$ cat config.mk
export PLATFORM = sky130hd
export DESIGN_NAME = updn_cmd_conditioner
export DESIGN_NICKNAME = d
export VERILOG_FILES = /design/src/rtl/updn_cmd_conditioner_pkg.sv /design/src/rtl/updn_cmd_conditioner_btn_conditioner.sv /design/src/rtl/updn_cmd_conditioner.sv
export SDC_FILE = /design/constraint.sdc
export NUM_CORES = 1
export LEC_CHECK = 0
export ABC_AREA = 1
export CAP_MARGIN = 20
export CORE_ASPECT_RATIO = 0.7
export CORE_MARGIN = 1.5
export CORE_UTILIZATION = 35
export DETAILED_ROUTE_END_ITERATION = 10
export PLACE_DENSITY = 0.63
export SKIP_CTS_REPAIR_TIMING = 1
export SYNTH_ARGS = -nofsm -noshare
export SYNTH_HDL_FRONTEND = slang
export SYNTH_SLANG_ARGS = --single-unit
$ cat constraint.sdc
create_clock -name clk -period 4.5 [get_ports clk]
set_clock_uncertainty 0.05 [all_clocks]
set_input_delay 0.9 -clock clk [delete_from_list [all_inputs] [get_ports clk]]
set_output_delay 0.9 -clock clk [all_outputs]
set_load 0.01 [all_outputs]
$ cat src/rtl/updn_cmd_conditioner_pkg.sv
// Shared types and default timing for the up/down command conditioner.
// Button FSM encoding, button slot indices and a sizing helper for the counters.
package updn_cmd_conditioner_pkg;

  typedef enum logic [2:0] {
    ST_IDLE,
    ST_PRESS_DEB,
    ST_HELD,
    ST_REPEAT,
    ST_RELEASE_DEB
  } btn_state_e;

  localparam int DEF_WIDTH         = 5;
  localparam int DEF_DEB_CYCLES    = 4;
  localparam int DEF_REPEAT_DELAY  = 16;
  localparam int DEF_REPEAT_PERIOD = 4;

  localparam int NUM_BTN  = 3;
  localparam int BTN_LOAD = 0;
  localparam int BTN_UP   = 1;
  localparam int BTN_DOWN = 2;

  function automatic int max3(input int a, input int b, input int c);
    int m;
    m = (a > b) ? a : b;
    return (m > c) ? m : c;
  endfunction

endpackage

$ cat src/rtl/updn_cmd_conditioner_btn_conditioner.sv
// One push-button: 2-flop synchronizer, debounce and optional auto-repeat.
// Emits a registered single-cycle request per accepted press or repeat tick.
module btn_conditioner
  import updn_cmd_conditioner_pkg::*;
#(
  parameter int DEB_CYCLES    = DEF_DEB_CYCLES,
  parameter int REPEAT_DELAY  = DEF_REPEAT_DELAY,
  parameter int REPEAT_PERIOD = DEF_REPEAT_PERIOD,
  parameter bit REPEAT_EN     = 1'b1
) (
  input  logic clk,
  input  logic rst,
  input  logic i_btn,
  output logic o_req
);

  localparam int CNT_MAX = max3(DEB_CYCLES, REPEAT_DELAY, REPEAT_PERIOD);
  localparam int CW      = $clog2(CNT_MAX + 1);
  localparam logic [CW-1:0] CNT_TOP = CW'(CNT_MAX);
  localparam logic [CW-1:0] DEB_C   = CW'(DEB_CYCLES);
  localparam logic [CW-1:0] DLY_C   = CW'(REPEAT_DELAY);
  localparam logic [CW-1:0] PER_C   = CW'(REPEAT_PERIOD);
  localparam logic [CW-1:0] ONE_C   = CW'(1);

  logic          r_meta;
  logic          r_sync;
  btn_state_e    r_state;
  btn_state_e    r_ret_state;
  logic [CW-1:0] r_deb_cnt;
  logic [CW-1:0] r_tmr_cnt;
  logic          r_req;
  logic [CW-1:0] w_tmr_limit;

  function automatic logic [CW-1:0] sat_inc(input logic [CW-1:0] v);
    return (v == CNT_TOP) ? v : v + 1'b1;
  endfunction

  assign w_tmr_limit = (r_state == ST_HELD) ? DLY_C : PER_C;
  assign o_req       = r_req;

  always_ff @(posedge clk) begin
    if (rst) begin
      r_meta      <= 1'b0;
      r_sync      <= 1'b0;
      r_state     <= ST_IDLE;
      r_ret_state <= ST_HELD;
      r_deb_cnt   <= '0;
      r_tmr_cnt   <= '0;
      r_req       <= 1'b0;
    end else begin
      r_meta <= i_btn;
      r_sync <= r_meta;
      r_req  <= 1'b0;
      case (r_state)
        ST_IDLE: begin
          if (r_sync) begin
            r_state   <= ST_PRESS_DEB;
            r_deb_cnt <= ONE_C;
          end
        end
        ST_PRESS_DEB: begin
          // The count already holds DEB_CYCLES stable samples, so accept now.
          if (r_deb_cnt >= DEB_C) begin
            r_state     <= ST_HELD;
            r_ret_state <= ST_HELD;
            r_deb_cnt   <= '0;
            r_tmr_cnt   <= ONE_C;
            r_req       <= 1'b1;
          end else if (!r_sync) begin
            r_state   <= ST_IDLE;
            r_deb_cnt <= '0;
          end else begin
            r_deb_cnt <= sat_inc(r_deb_cnt);
          end
        end
        ST_HELD, ST_REPEAT: begin
          if (!r_sync) begin
            r_state     <= ST_RELEASE_DEB;
            r_ret_state <= r_state;
            r_deb_cnt   <= ONE_C;
          end else if (REPEAT_EN && (r_tmr_cnt >= w_tmr_limit)) begin
            r_state   <= ST_REPEAT;
            r_tmr_cnt <= ONE_C;
            r_req     <= 1'b1;
          end else begin
            r_tmr_cnt <= sat_inc(r_tmr_cnt);
          end
        end
        ST_RELEASE_DEB: begin
          // A bounce back to 1 resumes the held/repeat timer where it paused.
          if (r_sync) begin
            r_state   <= r_ret_state;
            r_deb_cnt <= '0;
          end else if (r_deb_cnt >= DEB_C) begin
            r_state   <= ST_IDLE;
            r_deb_cnt <= '0;
            r_tmr_cnt <= '0;
          end else begin
            r_deb_cnt <= sat_inc(r_deb_cnt);
          end
        end
        default: r_state <= ST_IDLE;
      endcase
    end
  end

endmodule

$ cat src/rtl/updn_cmd_conditioner.sv
// Turns raw load/up/down buttons and switches into clean counter commands.
// Priority load > down > up; saturating up/down requests are discarded.
module updn_cmd_conditioner
  import updn_cmd_conditioner_pkg::*;
#(
  parameter int WIDTH         = DEF_WIDTH,
  parameter int DEB_CYCLES    = DEF_DEB_CYCLES,
  parameter int REPEAT_DELAY  = DEF_REPEAT_DELAY,
  parameter int REPEAT_PERIOD = DEF_REPEAT_PERIOD
) (
  input  logic             clk,
  input  logic             rst,
  input  logic             i_btn_load,
  input  logic             i_btn_up,
  input  logic             i_btn_down,
  input  logic [WIDTH-1:0] i_sw_value,
  input  logic             i_high,
  input  logic             i_low,
  output logic [WIDTH-1:0] o_in,
  output logic             o_load,
  output logic             o_up,
  output logic             o_down
);

  logic [NUM_BTN-1:0] w_btn_raw;
  logic [NUM_BTN-1:0] w_req;
  logic               w_down_ok;
  logic               w_up_ok;
  logic [WIDTH-1:0]   r_sw_meta;
  logic [WIDTH-1:0]   r_sw_sync;
  logic [WIDTH-1:0]   r_in;
  logic               r_load;
  logic               r_up;
  logic               r_down;

  assign w_btn_raw = {i_btn_down, i_btn_up, i_btn_load};

  generate
    for (genvar gi = 0; gi < NUM_BTN; gi++) begin : g_btn
      btn_conditioner #(
        .DEB_CYCLES   (DEB_CYCLES),
        .REPEAT_DELAY (REPEAT_DELAY),
        .REPEAT_PERIOD(REPEAT_PERIOD),
        .REPEAT_EN    (gi != BTN_LOAD)
      ) u_btn (
        .clk  (clk),
        .rst  (rst),
        .i_btn(w_btn_raw[gi]),
        .o_req(w_req[gi])
      );
    end
  endgenerate

  // Guard is applied before arbitration; a guarded request never blocks another.
  assign w_down_ok = w_req[BTN_DOWN] & ~i_low;
  assign w_up_ok   = w_req[BTN_UP] & ~i_high;

  always_ff @(posedge clk) begin
    if (rst) begin
      r_sw_meta <= '0;
      r_sw_sync <= '0;
      r_in      <= '0;
      r_load    <= 1'b0;
      r_up      <= 1'b0;
      r_down    <= 1'b0;
    end else begin
      r_sw_meta <= i_sw_value;
      r_sw_sync <= r_sw_meta;
      r_load    <= w_req[BTN_LOAD];
      r_down    <= ~w_req[BTN_LOAD] & w_down_ok;
      r_up      <= ~w_req[BTN_LOAD] & ~w_down_ok & w_up_ok;
      if (w_req[BTN_LOAD]) begin
        r_in <= r_sw_sync;
      end
    end
  end

  assign o_in   = r_in;
  assign o_load = r_load;
  assign o_up   = r_up;
  assign o_down = r_down;

endmodule
# Word-level counts from Yosys, hierarchy flattened

Index checks and enable logic that the tools add are counted.
Widths: inputs -> output; s select.

Add/subtract/negate cells: 5
Magnitude comparators: 5
Equality and inequality tests: 42
Multiplexer cells: 81
Bitwise gates (word level): 10
Reductions and logical operators: 26

Operator list:

| kind                | count |
|---|---|
| $mux 5              | 35 |
| $mux 3              | 26 |
| $pmux 5 s4          | 3 |
| $pmux 3 s4          | 3 |
| $pmux 5 s3          | 2 |
| $add 5x1->5 const B | 5 |
| $eq 5x5->1 const B  | 5 |
| $ne 2x1->1 const B  | 10 |
| $eq 3x2->1 const B  | 6 |
| $pmux 3 s2          | 3 |
| $reduce_and 3->1    | 6 |
| $ge 5x3->1 const B  | 3 |
| $ne 3x3->1 const B  | 5 |
| $reduce_and 4->1    | 3 |
| $reduce_and 6->1    | 2 |
| $reduce_bool 4->1   | 3 |
| $ge 5x5->1          | 2 |
| $ne 2x2->1 const B  | 5 |
| $eq 3x1->1 const B  | 3 |
| $eq 3x3->1 const B  | 3 |
| $logic_not 3->1     | 3 |
| $ne 3x1->1 const B  | 3 |
| $reduce_or 2->1     | 4 |
| $mux 1              | 7 |
| other kinds (6)     | 19 |

Register bits after elaboration: 70
Input bits: 12
Output and inout bits: 8
Word-level logic and storage cells: 195

# Longest topological paths before layout

Gate-level depths: netlist of the first run.

Depth in word-level cells: 6
Depth in mapped cells: 13
Gate-level depth less buffers: 13

# By module

A second synthesis of the first run with hierarchy kept.

Cells, all modules: 499
Area, all modules: 3469.6 µm²

Modules (own cells, without submodules):

| module                           | times used | cells each | area an instance (µm²) | seq. area each (µm²) |
|---|---|---|---|---|
| btn_conditioner (g_btn[2].u_btn) | 1          | 173        | 1112.3                 | 380.4 |
| btn_conditioner (g_btn[1].u_btn) | 1          | 164        | 1099.8                 | 380.4 |
| btn_conditioner (g_btn[0].u_btn) | 1          | 96         | 694.4                  | 280.3 |
| updn_cmd_conditioner             | 1          | 66         | 563.0                  | 360.3 |

# Worst setup path before layout of the first run

No wires, ideal clock.

Kind: reg2reg
From: reg g_btn[2].u_btn.r_state[1]
To: reg g_btn[2].u_btn.r_tmr_cnt[2]
Setup time: 0.113 ns
Data arrival time: 1.726 ns
Required time: 4.337 ns
Setup slack: 2.611 ns
Cell stages (with the launch flop): 13
Path buffers: 0
Clock period less this slack: 1.889 ns
Cells stage by stage: dfxtp_1 > inv_2 > nor2_2 > nand2_1 > ha_1 > nand2_1 > nand3_1 > nand2_1 > nand3_1 > nand3_1 > clkinv_1 > nor2_1 > nor2_1

Word-level cells in the longest chain between the ends: 6
Elaborated cells between the ends (all ways): 17
Classes of those cells: order compare (1); eq/ne (9); mux (4); reduce/logical (3)

Ends and longest elaborated chain:

| what                   | RTL line                                                                               | source |
|---|---|---|
| start, declared        | updn_cmd_conditioner_btn_conditioner.sv:27                                             | `btn_state_e r_state;` |
| start signal, assigned | updn_cmd_conditioner_btn_conditioner.sv:92                                             | `r_state <= r_ret_state;` |
| $eq 3x2->1             | updn_cmd_conditioner_btn_conditioner.sv:38, updn_cmd_conditioner_btn_conditioner.sv:54 |  |
| $mux 5                 | updn_cmd_conditioner_btn_conditioner.sv:38                                             | `assign w_tmr_limit = (r_state == ST_HELD) ? DLY_C : PER_C;` |
| $ge 5x5->1             | updn_cmd_conditioner_btn_conditioner.sv:81                                             | `end else if (REPEAT_EN && (r_tmr_cnt >= w_tmr_limit)) begin` |
| $mux 5                 | updn_cmd_conditioner_btn_conditioner.sv:81                                             |  |
| $mux 5                 | updn_cmd_conditioner_btn_conditioner.sv:77                                             | `if (!r_sync) begin` |
| $pmux 5 s3             | updn_cmd_conditioner_btn_conditioner.sv:54                                             | `case (r_state)` |
| end signal, assigned   | updn_cmd_conditioner_btn_conditioner.sv:86                                             | `r_tmr_cnt <= sat_inc(r_tmr_cnt);` |
| end, declared          | updn_cmd_conditioner_btn_conditioner.sv:30                                             | `logic [CW-1:0] r_tmr_cnt;` |

Parallel ways exist; a longest one is shown, timed or not. The select of a mux whose other input is x is not followed.
A chain may end at the register's enable or synchronous reset.

==> results of run 1 <==
cells in the mapped netlist, types with 2 or more instances:
master | number | area (um^2)
clkbuf_1 | 7 | 26.28
xor2_1 | 2 | 17.52
ha_1 | 14 | 175.2
nand2_1 | 113 | 424.2
nor3_1 | 7 | 35.03
a21oi_1 | 22 | 110.1
nand4_1 | 10 | 62.56
dfxtp_1 | 70 | 1401
inv_1 | 77 | 289.0
nor2_1 | 74 | 277.8
nor2_2 | 4 | 25.02
inv_2 | 7 | 26.28
o21ai_1 | 4 | 20.02
nand2_2 | 4 | 25.02
o21ai_0 | 14 | 70.07
nand3_1 | 43 | 215.2
worst min-delay path: cells and delay by family, from the launching register on:
| family | cells | cell delay [ns] |
|---|---|---|
| buffers and inverters | 1 | 0.04 |
| DFF | 1 | 0.29 |
| and+or+nand+nor | 1 | 0.03 |
flip-flops by register name (all words and copies together), names as in the netlist:
signal and flops:
g_btn.u_btn.r_deb_cnt 15, g_btn.u_btn.r_tmr_cnt 10, g_btn.u_btn.r_ret_state 9, g_btn.u_btn.r_state 9
o_in 5, r_sw_meta 5, r_sw_sync 5, g_btn.u_btn.o_req 3
g_btn.u_btn.r_meta 3, g_btn.u_btn.r_sync 3, o_down 1, o_load 1
o_up 1
where the power goes:
part / total (mW) / switching [mW] / internal [mW] / leakage [nW]
Sequential: 0.694 / 0.0353 / 0.658 / 0.570
Clock: 0.768 / 0.267 / 0.501 / 0.156
Combinational: 0.267 / 0.174 / 0.0921 / 1.03
Total: 1.73 / 0.477 / 1.25 / 1.75
final timing paths:
path,cells past startpoint,endpoint,from,slack (ns)
setup / recovery,5,o_up$_SDFF_PP0_,rst,2.00
hold / removal,2,r_sw_sync[4]$_SDFF_PP0_,r_sw_meta[4]$_SDFF_PP0_,0.35
setup reg to reg,12,g_btn[2].u_btn.r_tmr_cnt[2]$_SDFFE_PP0P_,g_btn[2].u_btn.r_state[1]$_SDFFE_PP0P_,2.31
hold reg to reg,2,r_sw_sync[4]$_SDFF_PP0_,r_sw_meta[4]$_SDFF_PP0_,0.35
per-stage QoR:
stage                     power [mW]  util (%)  instances
after floorplan               0.9081         -        482
after global routing           1.824     43.20        633
after global placement        0.9624     39.63        617
after detailed placement      0.9720     39.63        617
final                          1.728     43.20        633
after CTS                      1.747     43.20        633
kinds of logic (layout without fill, tap and decap cells):
group | count (synthesis) | count (layout) | synth area share (%)
AOI/OAI and AO/OA | 43 | 43 | 6.827
xor gates and xnor gates | 2 | 2 | 0.5340
adders and majority gates | 14 | 14 | 5.339
buffers and inverters | 94 | 121 | 10.91
DFF | 70 | 70 | 42.72
and+or+nand+nor | 259 | 259 | 33.68
routing by layer:
| layer | global-route usage (%) | vias to the layer above |
|---|---|---|
| li1 | - | 1539 |
| met5 | 0 | - |
| met4 | 5.367 | 0 |
| met2 | 20.67 | 64 |
| met1 | 19.93 | 1246 |
| met3 | 5.396 | 14 |
final cells by class:
cell class | count | area, um^2 | area share, %
inverter | 85 | 319.1 | 8.142
timing repair buffer | 20 | 197.7 | 5.045
clock buffer | 11 | 242.7 | 6.194
multi-input combinational | 318 | 1521 | 38.83
tap | 124 | 155.1 | 3.959
clock inverter | 5 | 81.33 | 2.075
sequential | 70 | 1401 | 35.76
cell usage in the layout (no fill, tap or decap), types with 7 or more instances in the layout:
master,n
nor3_1,7
nand3_1,43
clkbuf_16,9
ha_1,14
nor2_1,74
dfxtp_1,70
inv_2,7
inv_1,77
nand4_1,10
clkdlybuf4s50_1,19
o21ai_0,14
nand2_1,113
a21oi_1,22
==> qor.yml, run 1 <==
outcome:
  status: "finished, final reports clean"
synth:
  ys_ff_latch: 70
  netlist_area_um2: 3281
  synth_cells: 482
  synth_edf_count: 0
  async_flop_share_pct: 0
  ys_seq_area_share_pct: 42.72
  synth_nets: 508
  yosys_most_used_dff: "dfxtp_1"
  ys_warn_count: 0
  syn_avg_cell_area_um2: 6.806
  synth_cell_types: 26
die:
  pin_count: 20
  start_util_pct: 36.17
  die_height_um: 84
  die_x_um: 118.7
  dieArea_um2: 9972
  rows: 29
  core_um2: 9071
timing:
  tns_ns: 0
  layout_setup_ws_ns: 2.002
  hold_violations: 0
  period_needed_ns: 2.498
  holdWs_ns: 0.3524
  drv_slew: 0
  rsz0062_at_grt: "no"
  tightest_slew_ns: 0.9759
  finalSetupViolations: 0
  layout_worst_path_cycle_share_pct: 55.50
  clock.fmax_mhz: 400.4
  max_slew_margin_pct: 34.87
grt:
  globalRouteTotalUtil_pct: 14.53
  grt_max_degree: 39
  gr-total-overflow: 0
  first_global_vias: 2631
  antenna_found_initial: 0
  grt_pass1_wl_um: 11670
cts:
  numCtsBuffers: 9
  clockBufferDepth: 2
  clock-sinks: 70
  clk_pin_slew_ns: 0.05
  clk_latency_ns: 0.33
  htree_levels: 3
  root_buffer: "clkbuf_16"
  cts_tree: "yes"
worst_setup_path:
  cp_slowest_cell: "inv_1"
  critical_path_class: "in -> reg"
  crit_family: "buffers and inverters"
  cp_cell_sequence: "clkdlybuf4s50_1, buf_4, inv_1, nand3_1, nor3_1"
  cp_num_buf_inv: 3
  cp-end-kind: "register"
  critPathLaunchType: "input pin"
  path_max_fanout: 38
  crit_path_max_incr_delay_ns: 0.75
  cp.arrival_ns: 2.70
  worstPathRequired_ns: 4.70
layout:
  area_delta_synth_final_pct: 19.45
  layout.nets: 530
  fin_area_um2: 3919
  layout-drive-gt1-share_pct: 6.680
  antenna_cells: 0
  fill_cells: 935
routing:
  wl_met2_um: 2669
  firstDrtPassIters: 5
  vias: 2863
  drtAntennaViolNets: 0
  maxUsedRoutingLayer: "met4"
  via_per_inst: 4.523
  drc_errors: 0
  avgRoutedWirePerCell_um: 10.61
  drt-initial-drc-count: 196
  wl_met1_um: 3542
  routed-wl-met3_um: 398
  wirelength_um: 6717
place:
  portBuffers: 19
  place.gp.congestion: 0.8399
  dpl_cell_area_um2: 3595
  dp_hpwl_um: 4722
  preCtsSetupSlack_ns: 1.608
power:
  powerDensity_nw_per_um2: 441.0
  p_leak_nw: 1.754
  ir_drop_uv: 199.0
job:
  drv_cap: 0
worst_hold_path:
  min-delay-path-class: "reg -> reg"
No activity file was read; power rests on OpenSTA's default activity.
==> inputs of run 2 (changes only) <==
==> constraint.sdc (replaced) <==
create_clock -name clk -period 2.3 [get_ports clk]
set_clock_uncertainty 0.05 [all_clocks]
set_input_delay 0.46 -clock clk [delete_from_list [all_inputs] [get_ports clk]]
set_output_delay 0.46 -clock clk [all_outputs]
set_load 0.01 [all_outputs]
==> run 2 against run 1 <==
Routed wire length is 0.76% higher. Sequential power is 95% higher. Largest cell class unchanged. Largest power group unchanged. Register-to-register slack got worse by 2.1 ns. Global-route usage up 0.32 points. Critical path type is now reg -> reg. First-iteration DRC count is 27% lower. Via count up 0.28%. Non-clock buffer count increased by 2. Total power grew 96%.
==> qor.yml, run 2 (synthesized netlist as in run 1, its figures left out) <==
routing:
  via_per_inst: 4.521
  drc_errors: 0
  drt-initial-drc-count: 144
  wirelength_um: 6768
  vias: 2871
  avgRoutedWirePerCell_um: 10.66
  drtAntennaViolNets: 0
  firstDrtPassIters: 4
cts:
  cts_tree: "yes"
  numCtsBuffers: 9
  htree_levels: 3
  root_buffer: "clkbuf_16"
  clock-sinks: 70
  clk_pin_slew_ns: 0.06
  clk_latency_ns: 0.33
  clockBufferDepth: 2
power:
  powerDensity_nw_per_um2: 856.5
  p_leak_nw: 1.769
  ir_drop_uv: 567.6
timing:
  hold_violations: 0
  layout_worst_path_cycle_share_pct: 90.60
  period_needed_ns: 2.084
  max_slew_margin_pct: 69.54
  finalSetupViolations: 0
  layout_setup_ws_ns: 0.2162
  clock.fmax_mhz: 479.9
  holdWs_ns: 0.3504
  rsz0062_at_grt: "no"
  drv_slew: 0
  tns_ns: 0
  tightest_slew_ns: 0.4532
die:
  dieArea_um2: 9972
  core_um2: 9071
  die_x_um: 118.7
  start_util_pct: 36.17
  rows: 29
  die_height_um: 84
  pin_count: 20
worst_setup_path:
  worstPathRequired_ns: 2.48
  critical_path_class: "reg -> reg"
  path_max_fanout: 7
  cp.arrival_ns: 2.26
  critPathLaunchType: "register"
  cp-end-kind: "register"
layout:
  antenna_cells: 0
  largest_reg_flops: 15
  fin_area_um2: 3951
  stdcell_count: 635
  mostFrequentLayoutCell: "nand2_1"
  layout-drive-gt1-share_pct: 7.241
  layout.nets: 532
  final_cell_mix: "nand2_1 (113), inv_1 (77), nor2_1 (74), dfxtp_1 (70), nand3_1 (42)"
  largest-register: "g_btn.u_btn.r_deb_cnt"
  area_delta_synth_final_pct: 20.44
  reg.largest.list: "g_btn.u_btn.r_deb_cnt: 15 flops, g_btn.u_btn.r_tmr_cnt: 10 flops"
grt:
  gr-total-overflow: 0
  antenna_found_initial: 0
  first_global_vias: 2707
  grt_max_degree: 25
  globalRouteTotalUtil_pct: 14.85
  grt_pass1_wl_um: 12100
worst_hold_path:
  min-delay-path-class: "reg -> reg"
place:
  placed_cells: 619
  dpl_cell_area_um2: 3622
  dp_hpwl_um: 4854
  place.gp.congestion: 0.8572
  portBuffers: 19
  preCtsSetupSlack_ns: 0.1616
outcome:
  status: "finished, final reports clean"
job:
  drv_cap: 0
-- run 2: cell count changes in the layout (fill, tap and decap cells not counted) --
| cell | before | now |
|---|---|---|
| nand3_1 | 43 | 42 |
| buf_12 | 0 | 1 |
| buf_4 | 1 | 2 |
| nand3_2 | 1 | 2 |
-- run 2: final cells by class --
cell class	instances	area, um^2
Multi-Input combinational cell	318	1526
Clock buffer	11	242.7
Clock inverter	5	81.33
Tap cell	124	155.1
Timing Repair Buffer	22	225.2
Fill cell	923	5120
Inverter	85	319.1
Sequential cell	70	1401
-- run 2: through the flow --
| stage | utilization [%] | power, mW |
|---|---|---|
| 3_3_place_gp | 39.93 | 1.891 |
| 4_1_cts | 43.50 | 3.413 |
| 5_1_grt | 43.56 | 3.577 |
| 2_1_floorplan | - | 1.777 |
| 6_report | 43.56 | 3.384 |
| 3_5_place_dp | 39.93 | 1.906 |
-- run 2: routing by layer --
layer	wire, um	part of all wire, %	up-vias	global-route usage, %
met5	0	0	-	0
met4	23	0.34	0	3.286
met3	511	7.6	3	5.806
met2	2653	39	91	21.04
li1	-	-	1542	-
met1	3579	53	1235	21.10
-- run 2: where the power goes --
| part | switching [mW] | internal [mW] | leakage (nW) |
|---|---|---|---|
| Clock | 0.518 | 0.980 | 0.156 |
| Sequential | 0.0668 | 1.29 | 0.570 |
| Combinational | 0.345 | 0.186 | 1.04 |
| Total | 0.930 | 2.45 | 1.77 |
-- run 2: critical path, cell delays in order (launching register included) --
cell and delay (ns):
dfxtp_1 0.44, inv_2 0.06, nor2_2 0.17, nand2_1 0.11, ha_1 0.30, nand2_1 0.06
nand3_1 0.06, nand2_1 0.15, nand3_2 0.17, nand3_1 0.15, clkinv_1 0.10, nor2_1 0.10
nor2_1 0.05
-- run 2: final timing paths --
check	slack, ns	start	cells after the start	to
max	0.22	g_btn[2].u_btn.r_state[1]$_SDFFE_PP0P_	12	g_btn[2].u_btn.r_tmr_cnt[1]$_SDFFE_PP0P_
min	0.35	r_sw_meta[1]$_SDFF_PP0_	2	r_sw_sync[1]$_SDFF_PP0_
max reg2reg	0.22	g_btn[2].u_btn.r_state[1]$_SDFFE_PP0P_	12	g_btn[2].u_btn.r_tmr_cnt[1]$_SDFFE_PP0P_
min reg2reg	0.35	r_sw_meta[1]$_SDFF_PP0_	2	r_sw_sync[1]$_SDFF_PP0_
